**src/rtl/cap_touch_scanner.sv**
```systemverilog
// cap_touch_scanner: charge-time scanner for capacitive pads with per-pad debounce and press pulses.
// Ports:
//   clk_i                 system clock, rising edge
//   rst_ni                asynchronous active-low reset
//   enable_i              scanning enable, sampled when a scan starts
//   capacitive_sensors_i  raw asynchronous pad levels
//   capacitive_sensors_o  shared charge drive (0 discharge, 1 charge)
//   touch_state_o         debounced touched flags
//   touch_pulse_o         one-cycle pulse on a debounced press
//   scan_done_o           one-cycle pulse when scan results are published
//   count_sel_i           pad index for count readback
//   count_out_o           published charge count of the selected pad, 0 when out of range
module cap_touch_scanner #(
  parameter int NUM_SENSORS      = 9,
  parameter int CNT_W            = 16,
  parameter int DISCHARGE_CYCLES = 64,
  parameter int TIMEOUT          = 4095,
  parameter int THRESHOLD        = 200,
  parameter int DEBOUNCE         = 3
) (
  input  logic                   clk_i,
  input  logic                   rst_ni,
  input  logic                   enable_i,
  input  logic [NUM_SENSORS-1:0] capacitive_sensors_i,
  output logic                   capacitive_sensors_o,
  output logic [NUM_SENSORS-1:0] touch_state_o,
  output logic [NUM_SENSORS-1:0] touch_pulse_o,
  output logic                   scan_done_o,
  input  logic [3:0]             count_sel_i,
  output logic [CNT_W-1:0]       count_out_o
);
  localparam logic [2:0] IDLE = 3'd0, DISCHARGE = 3'd1, CHARGE = 3'd2, EVAL = 3'd3, PUBLISH = 3'd4;
  localparam logic [CNT_W-1:0] DIS_LAST = CNT_W'(DISCHARGE_CYCLES - 1);
  localparam logic [CNT_W-1:0] TMO = CNT_W'(TIMEOUT);
  localparam logic [CNT_W-1:0] THR = CNT_W'(THRESHOLD);
  localparam logic [2:0] DEB = 3'(DEBOUNCE);

  logic [2:0]             state_q, state_d;
  logic [CNT_W-1:0]       cnt_q, cnt_d;
  logic [NUM_SENSORS-1:0] meta_q, sync_q;
  logic [NUM_SENSORS-1:0] cap_q, cap_d;
  logic [NUM_SENSORS-1:0] touch_q, touch_d;
  logic [NUM_SENSORS-1:0] pulse_q, pulse_d;
  logic [NUM_SENSORS-1:0] raw;
  logic                   done_q, done_d;
  logic [CNT_W-1:0]       work_q [NUM_SENSORS];
  logic [CNT_W-1:0]       work_d [NUM_SENSORS];
  logic [CNT_W-1:0]       pub_q [NUM_SENSORS];
  logic [CNT_W-1:0]       pub_d [NUM_SENSORS];
  logic [2:0]             agree_q [NUM_SENSORS];
  logic [2:0]             agree_d [NUM_SENSORS];

  always_comb begin
    raw = '0;
    for (int i = 0; i < NUM_SENSORS; i++) raw[i] = work_q[i] > THR;
  end

  always_comb begin
    state_d = state_q;
    cnt_d   = cnt_q;
    cap_d   = cap_q;
    touch_d = touch_q;
    pulse_d = '0;
    done_d  = 1'b0;
    work_d  = work_q;
    pub_d   = pub_q;
    agree_d = agree_q;
    case (state_q)
      IDLE: begin
        state_d = enable_i ? DISCHARGE : IDLE;
        cnt_d   = '0;
      end
      DISCHARGE: begin
        state_d = cnt_q == DIS_LAST ? CHARGE : DISCHARGE;
        cnt_d   = cnt_q == DIS_LAST ? '0 : cnt_q + 1'b1;
      end
      CHARGE: begin
        cnt_d = cnt_q + 1'b1;
        for (int i = 0; i < NUM_SENSORS; i++) begin
          if (sync_q[i] && !cap_q[i]) begin
            cap_d[i]  = 1'b1;
            work_d[i] = cnt_q;
          end
        end
        // Exit decision uses the flags including this cycle's captures.
        if (&cap_d || cnt_q == TMO) begin
          state_d = EVAL;
          cnt_d   = '0;
          for (int i = 0; i < NUM_SENSORS; i++) if (!cap_d[i]) work_d[i] = TMO;
        end
      end
      EVAL: begin
        // Results land in the output registers here so they all appear during PUBLISH.
        state_d = PUBLISH;
        done_d  = 1'b1;
        pub_d   = work_q;
        for (int i = 0; i < NUM_SENSORS; i++) begin
          agree_d[i] = raw[i] != touch_q[i] ? agree_q[i] + 3'd1 : 3'd0;
          if (agree_d[i] == DEB) begin
            touch_d[i] = raw[i];
            pulse_d[i] = raw[i];
            agree_d[i] = 3'd0;
          end
        end
      end
      PUBLISH: begin
        cap_d   = '0;
        cnt_d   = '0;
        state_d = enable_i ? DISCHARGE : IDLE;
      end
      default: state_d = IDLE;
    endcase
  end

  always_ff @(posedge clk_i or negedge rst_ni) begin
    if (!rst_ni) begin
      state_q <= IDLE;
      cnt_q   <= '0;
      meta_q  <= '0;
      sync_q  <= '0;
      cap_q   <= '0;
      touch_q <= '0;
      pulse_q <= '0;
      done_q  <= 1'b0;
      for (int i = 0; i < NUM_SENSORS; i++) begin
        work_q[i]  <= '0;
        pub_q[i]   <= '0;
        agree_q[i] <= '0;
      end
    end else begin
      state_q <= state_d;
      cnt_q   <= cnt_d;
      meta_q  <= capacitive_sensors_i;
      sync_q  <= meta_q;
      cap_q   <= cap_d;
      touch_q <= touch_d;
      pulse_q <= pulse_d;
      done_q  <= done_d;
      work_q  <= work_d;
      pub_q   <= pub_d;
      agree_q <= agree_d;
    end
  end

  // Drive decodes the state register, so the async reset drops it immediately.
  assign capacitive_sensors_o = state_q == CHARGE;
  assign touch_state_o        = touch_q;
  assign touch_pulse_o        = pulse_q;
  assign scan_done_o          = done_q;
  assign count_out_o          = 32'(count_sel_i) < NUM_SENSORS ? pub_q[count_sel_i] : '0;
endmodule

```
**config.mk**
```make
export PLATFORM = sky130hd
export DESIGN_NAME = cap_touch_scanner
export DESIGN_NICKNAME = d
export VERILOG_FILES = /design/src/rtl/cap_touch_scanner.sv
export SDC_FILE = /design/constraint.sdc
export NUM_CORES = 1
export LEC_CHECK = 0
export CAP_MARGIN = 5
export CORE_ASPECT_RATIO = 0.7
export CORE_MARGIN = 1.5
export CORE_UTILIZATION = 35
export CTS_BUF_LIST = sky130_fd_sc_hd__clkbuf_8
export DETAILED_ROUTE_END_ITERATION = 10
export GPL_TIMING_DRIVEN = 0
export PLACE_DENSITY = 0.62
export SKIP_LAST_GASP = 1
export SLEW_MARGIN = 25
export SYNTH_ARGS = -nofsm -noshare
export SYNTH_HDL_FRONTEND = slang
export SYNTH_SLANG_ARGS = --single-unit
```
**constraint.sdc**
```tcl
create_clock -name clk_i -period 3 [get_ports clk_i]
set_input_delay 0.75 -clock clk_i [delete_from_list [all_inputs] [get_ports clk_i]]
set_output_delay 0.75 -clock clk_i [all_outputs]
set_load 0.01 [all_outputs]
```
==> results.md <==
* Status: finished clean
* Slew HR at 25.2%
* Critical Path Slowest Stage Cell: mux4_2
* Top cell type's share of synthesized area at a little under three fifths
* Worst-path clk slew at roughly 0.060 ns
* Crit path largest cell delay at 0.56 ns
* Gate power share at between 6 and 7%
* TritonCTS clock tree: built
* Number of enable flip-flop cells after synthesis at 0
* Data required, critical path at 2.25 ns
* Cell area after synthesis at 16,900 um^2
* Total power at 10.6 mW
* Vias in the first global route at 13,300
* Minimum clock period at 2.99 ns
* I/O Pins at 52
* DRT antenna net count at 0
* Initial core utilization at 35.4%
* Pre-CTS setup slack at -1.01 ns
* Synth-to-Final Area Change at 16.9%
* Placed Cells at 2,484
* Setup ws final at 0.00831 ns
* Post-synth top area cell: dfrtp_1
* Yosys reg bits at 380
* ANT cells at 0
* Worst R2R Path Depth at 9
* Core area at 47,800 um^2
* Max-cap violations at 0
* Final worst path period share at 99.7%
* Net Sw Frac at 25.9%
* Most frequent cells in the layout: 789 x nand2_1, 380 x dfrtp_1, 125 x nand3_1, 74 x clkbuf_8, 50 x clkbuf_1
* Finished Layout Cells at 2,600
* Clock skew at 0.0156 ns
* Worst Max-Slew Pin Slew at roughly 1.1 ns
* Die area at 49,700 um^2
* Area post-placement at 18,300 um^2
* Largest net degree at the start of global routing at 91
* Post-synthesis sequential area ratio at 56.2%
* Syn_nets at 1,837
* Clock buffer depth at 3
* Gr busiest metal: met1
* CP arrival at ~2.2 ns
* Vias/cell at 5.34
* DIE WIDTH at 266 um
* Synthesized area per cell at 9.34 um^2
* Startpoint Class: input port
* Vias at 13,900
* Async S/R FF share, synth at between 90% and 100%
* Detailed-route wire length per cell at 21.0 um
* Crit Path Class: input port to output port
* Met2 Usage GRT at 29.3%
* Final setup violation count at 0
* First-pass detailed-route iteration total at 6
* Synth Instances at 1,811
* DP Wirelength at 38,100 um
* CTS Buf Count at 59
* Grt met3 use at 8.98%
* Routed WL at approximately 55,000 um
* Endpoints failing hold at 0
* Commonest non-fill, non-tap cell in the layout: nand2_1
* Die H at around 190 um
* Clock root cell: clkbuf_8
* Initial antenna violation count at 0
* DR DRC count at 0
* Grt total ovfl at 0
* Clock Sinks at 380
* Yosys warnings at 0
* Final Max Tran Viols at 0
* Static leakage at approximately 10 nW
* Fin nets at 1,955
* Most used cell, CP: buf_12
* Sequential Area at 9510 um^2
* Peak Freq at 334 MHz
* Area of the multi-input gates at 7030 um^2
* Port Buffers at 48
* First-pass GRT wire length at 82,100 um
* Max VDD drop at between 300 and 400 uV
* Clock share of power at 44.2%
* Critical path, cell by cell: buf_12 -> buf_12 -> buf_12 -> mux4_2 -> mux2i_1 -> o21ai_1 -> buf_2
* H-tree Lvls at 2
* Filler Cell Count at 4,614
* GRT met1 Usage at 32.8%
* Min-delay worst type: input port to asynchronous set/reset pin
* Row count at 67
* CTS Hold Bufs at 0
* Ratio of cells with drive above 1 in the final layout at about an eighth
* Drt first-iter violations at 1,747
* Final instance area at 19,800 um^2
* CP Max Fanout at 7
* Sequential Power Share at 49.4%
* GRT Util Overall at 21.9%
* Internal power at 7.84 mW
* Total negative slack at 0 ns
* Top FF cell, synth: dfrtp_1
* Pwr dens at 534 nW/um^2
* Placer's final routability congestion estimate at 0.925
* Main area contributors after synthesis: dfrtp_1 56%, nand2_1 18%, nand3_1 3.7%
* Yosys cell types at 51
* Switch Pwr at approximately 2.7 mW
* Worst setup EP type: output port
* Worst-Skew Late Latency at 0.63 ns
[repair_timing]
item                       CTS  global route
resized for setup           89            35
pin swaps                    2             3
setup endpoints to repair   17            15
setup buffers                6             1
gates cloned                 1             0
[cell usage after synthesis, types with 10 or more instances]
library cell / count
clkbuf_1: 62
nand2b_1: 23
nor2b_1: 10
nand3_1: 125
a21oi_1: 37
xor2_1: 19
o22ai_1: 11
nor3b_2: 10
nor3_1: 20
nor2_1: 22
buf_2: 29
mux2i_1: 10
nand2_1: 789
ha_1: 10
mux2_2: 16
and3_1: 11
or4_1: 10
o31ai_1: 27
dfrtp_1: 380
mux4_2: 24
nor4_1: 18
o21ai_0: 45
[area by class of cell]
type / count / share of cell area [%]
timing repair buffer: 59 / 3.04
tap: 621 / 3.93
clock inverter: 37 / 1.26
buffer: 103 / 2.91
clock buffer: 74 / 5.15
inverter: 5 / 0.0949
multi-input combinational: 1321 / 35.5
sequential: 380 / 48.1
[power groups by stage]
stage | logic, mW | registers, mW | clock network, mW
floorplan | 0.249 | 5.30 | 0
global placement | 0.614 | 5.32 | 0
detailed placement | 0.646 | 5.31 | 0
CTS | 0.672 | 5.22 | 4.73
global route | 0.720 | 5.22 | 4.96
finish | 0.678 | 5.22 | 4.67
[metrics by stage]
| step | util, % | hold WS (ns) |
|---|---|---|
| floorplan | - | 0.331 |
| global placement | 38.0 | 0.337 |
| detailed placement | 38.3 | 0.336 |
| CTS | 41.4 | 0.0802 |
| global route | 41.4 | 0.100 |
| finish | 41.4 | 0.0861 |
[kinds of logic (layout without fill, tap and decap cells)]
kind of cell / after synthesis / after routing / share of synthesized area (%)
simple gates: 1077 / 1077 / 27.8
flops: 380 / 380 / 56.2
fa+ha+maj: 11 / 11 / 0.806
xor+xnor: 23 / 23 / 1.19
mux: 50 / 50 / 4.85
compound gates: 160 / 160 / 6.12
buf+inv: 110 / 278 / 3.04
[final timing paths]
check / start / endpoint / slack [ns]
worst max register to register: state_q[0]$_DFFE_PN0P_ / pub_q[103]$_DFFE_PN0P_ / 0.36
worst min register to register: meta_q[2]$_DFF_PN0_ / sync_q[2]$_DFF_PN0_ / 0.35
worst max-delay path: count_sel_i[0] / count_out_o[9] / 0.008
worst min-delay path: rst_ni / work_q[5]$_DFFE_PN0P_ / 0.09
min in group clk_i: meta_q[2]$_DFF_PN0_ / sync_q[2]$_DFF_PN0_ / 0.35
max in group asynchronous: rst_ni / cnt_q[15]$_DFFE_PN0P_ / 1.71
[worst max-delay path, delay by kind of cell]
family / cells / cell delay [ns]
buffers and inverters: 4 / 0.55
AO/OA/AOI/OAI: 1 / 0.12
multiplexers: 2 / 0.80
[flip-flops by register name, indices dropped and copies added (netlist names)]
name and cells:
pub_q 144, work_q 144, agree_q 27, cnt_q 16, cap_q 9, meta_q 9, sync_q 9, touch_pulse_o 9
touch_state_o 9, state_q 3, scan_done_o 1
[routing by layer]
metal | wire [um] | vias up | share of wire [%]
met5 | 0 | - | 0
met2 | 21500 | 679 | 39
li1 | - | 6284 | -
met4 | 993 | 0 | 1.8
met1 | 25400 | 6842 | 46
met3 | 6800 | 83 | 12
Note: power is estimated with default switching activity, not from simulation.
==> RTL edit (same flow settings) <==
The output `touch_pulse_o` loses its register stage (`pulse_q` becomes a continuous assignment).
--- a/src/rtl/cap_touch_scanner.sv
+++ b/src/rtl/cap_touch_scanner.sv
@@ -121,5 +121,4 @@
       cap_q   <= '0;
       touch_q <= '0;
-      pulse_q <= '0;
       done_q  <= 1'b0;
       for (int i = 0; i < NUM_SENSORS; i++) begin
@@ -135,5 +134,4 @@
       cap_q   <= cap_d;
       touch_q <= touch_d;
-      pulse_q <= pulse_d;
       done_q  <= done_d;
       work_q  <= work_d;
@@ -142,4 +140,6 @@
     end
   end
+
+  assign pulse_q = pulse_d;
 
   // Drive decodes the state register, so the async reset drops it immediately.
Formal check against the unedited RTL: no difference found for any inputs over 10 cycles, from zero or initial values and one cycle with rst_ni low; that may be too few to reach the edited logic, so the function may still have changed.
==> RTL edit against the unedited design <==
- the run now ends with negative setup slack left
- utilization rose by 1.1 points
- sequential cell count fell by 9
- final area rose by 0.78%
- via count fell by 3.4%
- critical path depth fell by 1
- clock skew rose by 0.0048 ns
- fmax fell by 0.42%
- area after synthesis fell by 0.89%
- setup slack got worse by 0.013 ns
- routed wire length fell by 4.6%
- highest routed layer unchanged
Power is not compared: it rests on default switching activity, and its combinational part moved more than twofold at a synthesized area within 25%.
==> RTL edit: results (changes against the unedited design) <==
* Final nets at 1879 (-3.9%)
* Final Non-Filler Cells at 2510 (-3.5%)
* Internal power at 0.00757 W
* Status: finished with violations
* Synth top cells by count: 611 x nand2_1, 371 x dfrtp_1, 88 x mux2i_1
* Syn_nets at 1748 (-4.8%)
* Total iterations of the first detailed-routing run at 5 (-1)
* Largest net degree at the start of global routing at 90 (-1.1%)
* Final number of setup-violating endpoints at 1 (+1)
* Regs by FF count: pub_q: 144 flops, work_q: 144 flops, agree_q: 27 flops
* Critical path peak fanout at 9 (+2)
* Clk root buf: clkbuf_8
* Slew @ Worst Pin at 1.17 ns (+0.0454 ns)
* Setup Slack @ Placement at -1.25 ns (-0.237 ns)
* Worst-Skew Late Latency at 0.64 ns
* Peak VDD IR at 0.000226 V
* Layout cell share with drive strength beyond 1 at 16.4% (+3.4 points)
* Final worst setup slack at -0.00429 ns (-0.0126 ns)
* Iter 0 DRT Violations at 1565 (-10%)
* H-tree levels at 2 (unchanged)
* Sequential share of the synthesized area at 55.4% (-0.84 points)
* First-pass GRT wire length at 79.9 mm (-2.7%)
* Register Area at 0.00929 mm² (-2.3%)
* Warning count from the yosys run at 0 (unchanged)
* Initial antenna violation count at 0 (unchanged)
* Avg Inst Size Synth at 9.74 µm² (+4.2%)
* Worst EP arrival at 2.25 ns
* Placed Area at 0.0181 mm² (-0.90%)
* Setup Skew at 0.0204 ns (+0.00475 ns)
* Setup_tns at -0.00429 ns (-0.00429 ns)
* Fill count at 4478 (-2.9%)
* Vias at 13400 (-3.4%)
* CTS Buf Count at 57 (-3.4%)
* Routed Antenna Nets at 0 (unchanged)
* WL final at 52.1 mm (-4.6%)
* DP HPWL at 36.3 mm (-4.6%)
* Gpl congestion at 0.882 (-4.7%)
* Tightest Hold Check Type: input port to async pin
* GRT Total Usage at 21.6% (-0.38 points)
* Yosys cell types at 58 (+14%)
* Dpl cells at 2386 (-3.9%)
* Failing checks: negative setup slack
* Synth top area cells: dfrtp_1 55%, nand2_1 14%, mux2i_1 5.3%, mux4_2 3.0%, o21ai_0 2.5%
* Vias in the first global route at 12800 (-4.4%)
* Leakage at 10.5 nW
-- RTL edit: cell count changes in the layout (fill, tap and decap cells not counted), moves of 14 or more --
cell	delta
buf_4	+20
mux2i_1	+77
xnor2_1	+14
nand3_1	-105
nand2b_1	-20
nand2_1	-178
o21ai_0	+40
nor2_1	+48
-- RTL edit: what timing repair did --
| action | CTS | global route |
|---|---|---|
| cloned | 1 | 0 |
| setup buffers | 15 | 7 |
| gates resized for setup | 186 | 39 |
| endpoints found under the setup margin | 26 | 21 |
| pin swaps | 11 | 7 |
| hold buffers | 0 | 0 |
-- RTL edit: cells by family after synthesis --
group,after synthesis,share of synthesized area [%]
and+or+nand+nor,826,20.6
DFF,371,55.4
AOI/OAI and AO/OA,231,8.80
muxes,130,9.55
buffers and inverters,123,3.28
xor gates and xnor gates,30,1.57
adders and majority gates,11,0.813
-- RTL edit: path summary, 6_finish.rpt --
| kind | end | from | depth (start not counted) | slack [ns] |
|---|---|---|---|---|
| min in group clk_i | sync_q[5] | meta_q[5] | 0 | 0.35 |
| max in group asynchronous | scan_done_o | rst_ni | 5 | 0.99 |
| setup / recovery | capacitive_sensors_o | state_q[2] | 6 | -0.004 |
| hold reg to reg | sync_q[5] | meta_q[5] | 0 | 0.35 |
| hold / removal | work_q[36] | rst_ni | 1 | 0.05 |
| setup reg to reg | work_q[126] | state_q[2] | 8 | 0.18 |
-- RTL edit: final cells by class --
| cell class | instances | share of cell area (%) |
|---|---|---|
| plain buffers | 105 | 3.04 |
| multi-input cells | 1228 | 36.6 |
| clock buffers | 80 | 5.52 |
| inverters | 15 | 0.295 |
| clock inverters | 24 | 0.703 |
| repair buffers | 75 | 3.44 |
| flip-flops and latches | 371 | 46.6 |
| well taps | 612 | 3.84 |
-- RTL edit: power by group through the flow --
stage | sequential (W) | combinational (W) | clock (W)
after floorplan | 0.00511 | 0.0000772 | 0
after global placement | 0.00513 | 0.000242 | 0
after detailed placement | 0.00512 | 0.000264 | 0
after CTS | 0.00503 | 0.000299 | 0.00462
after global routing | 0.00502 | 0.000327 | 0.00487
final | 0.00503 | 0.000295 | 0.00457
-- RTL edit: worst max-delay path, stage by stage (launching register included) --
cell           delay (ns)
dfrtp_2              0.40
buf_4                0.13
buf_4                0.15
or3b_1               0.34
buf_4                0.18
inv_4                0.14
dlygate4sd2_1        0.28
-- RTL edit: routing by layer --
layer	vias up	wire length (µm)	global-route usage [%]
li1	6089	-	-
met1	6640	25600	34.7
met2	630	20100	28.5
met3	62	5300	4.84
met4	0	1060	5.29
met5	-	0	0
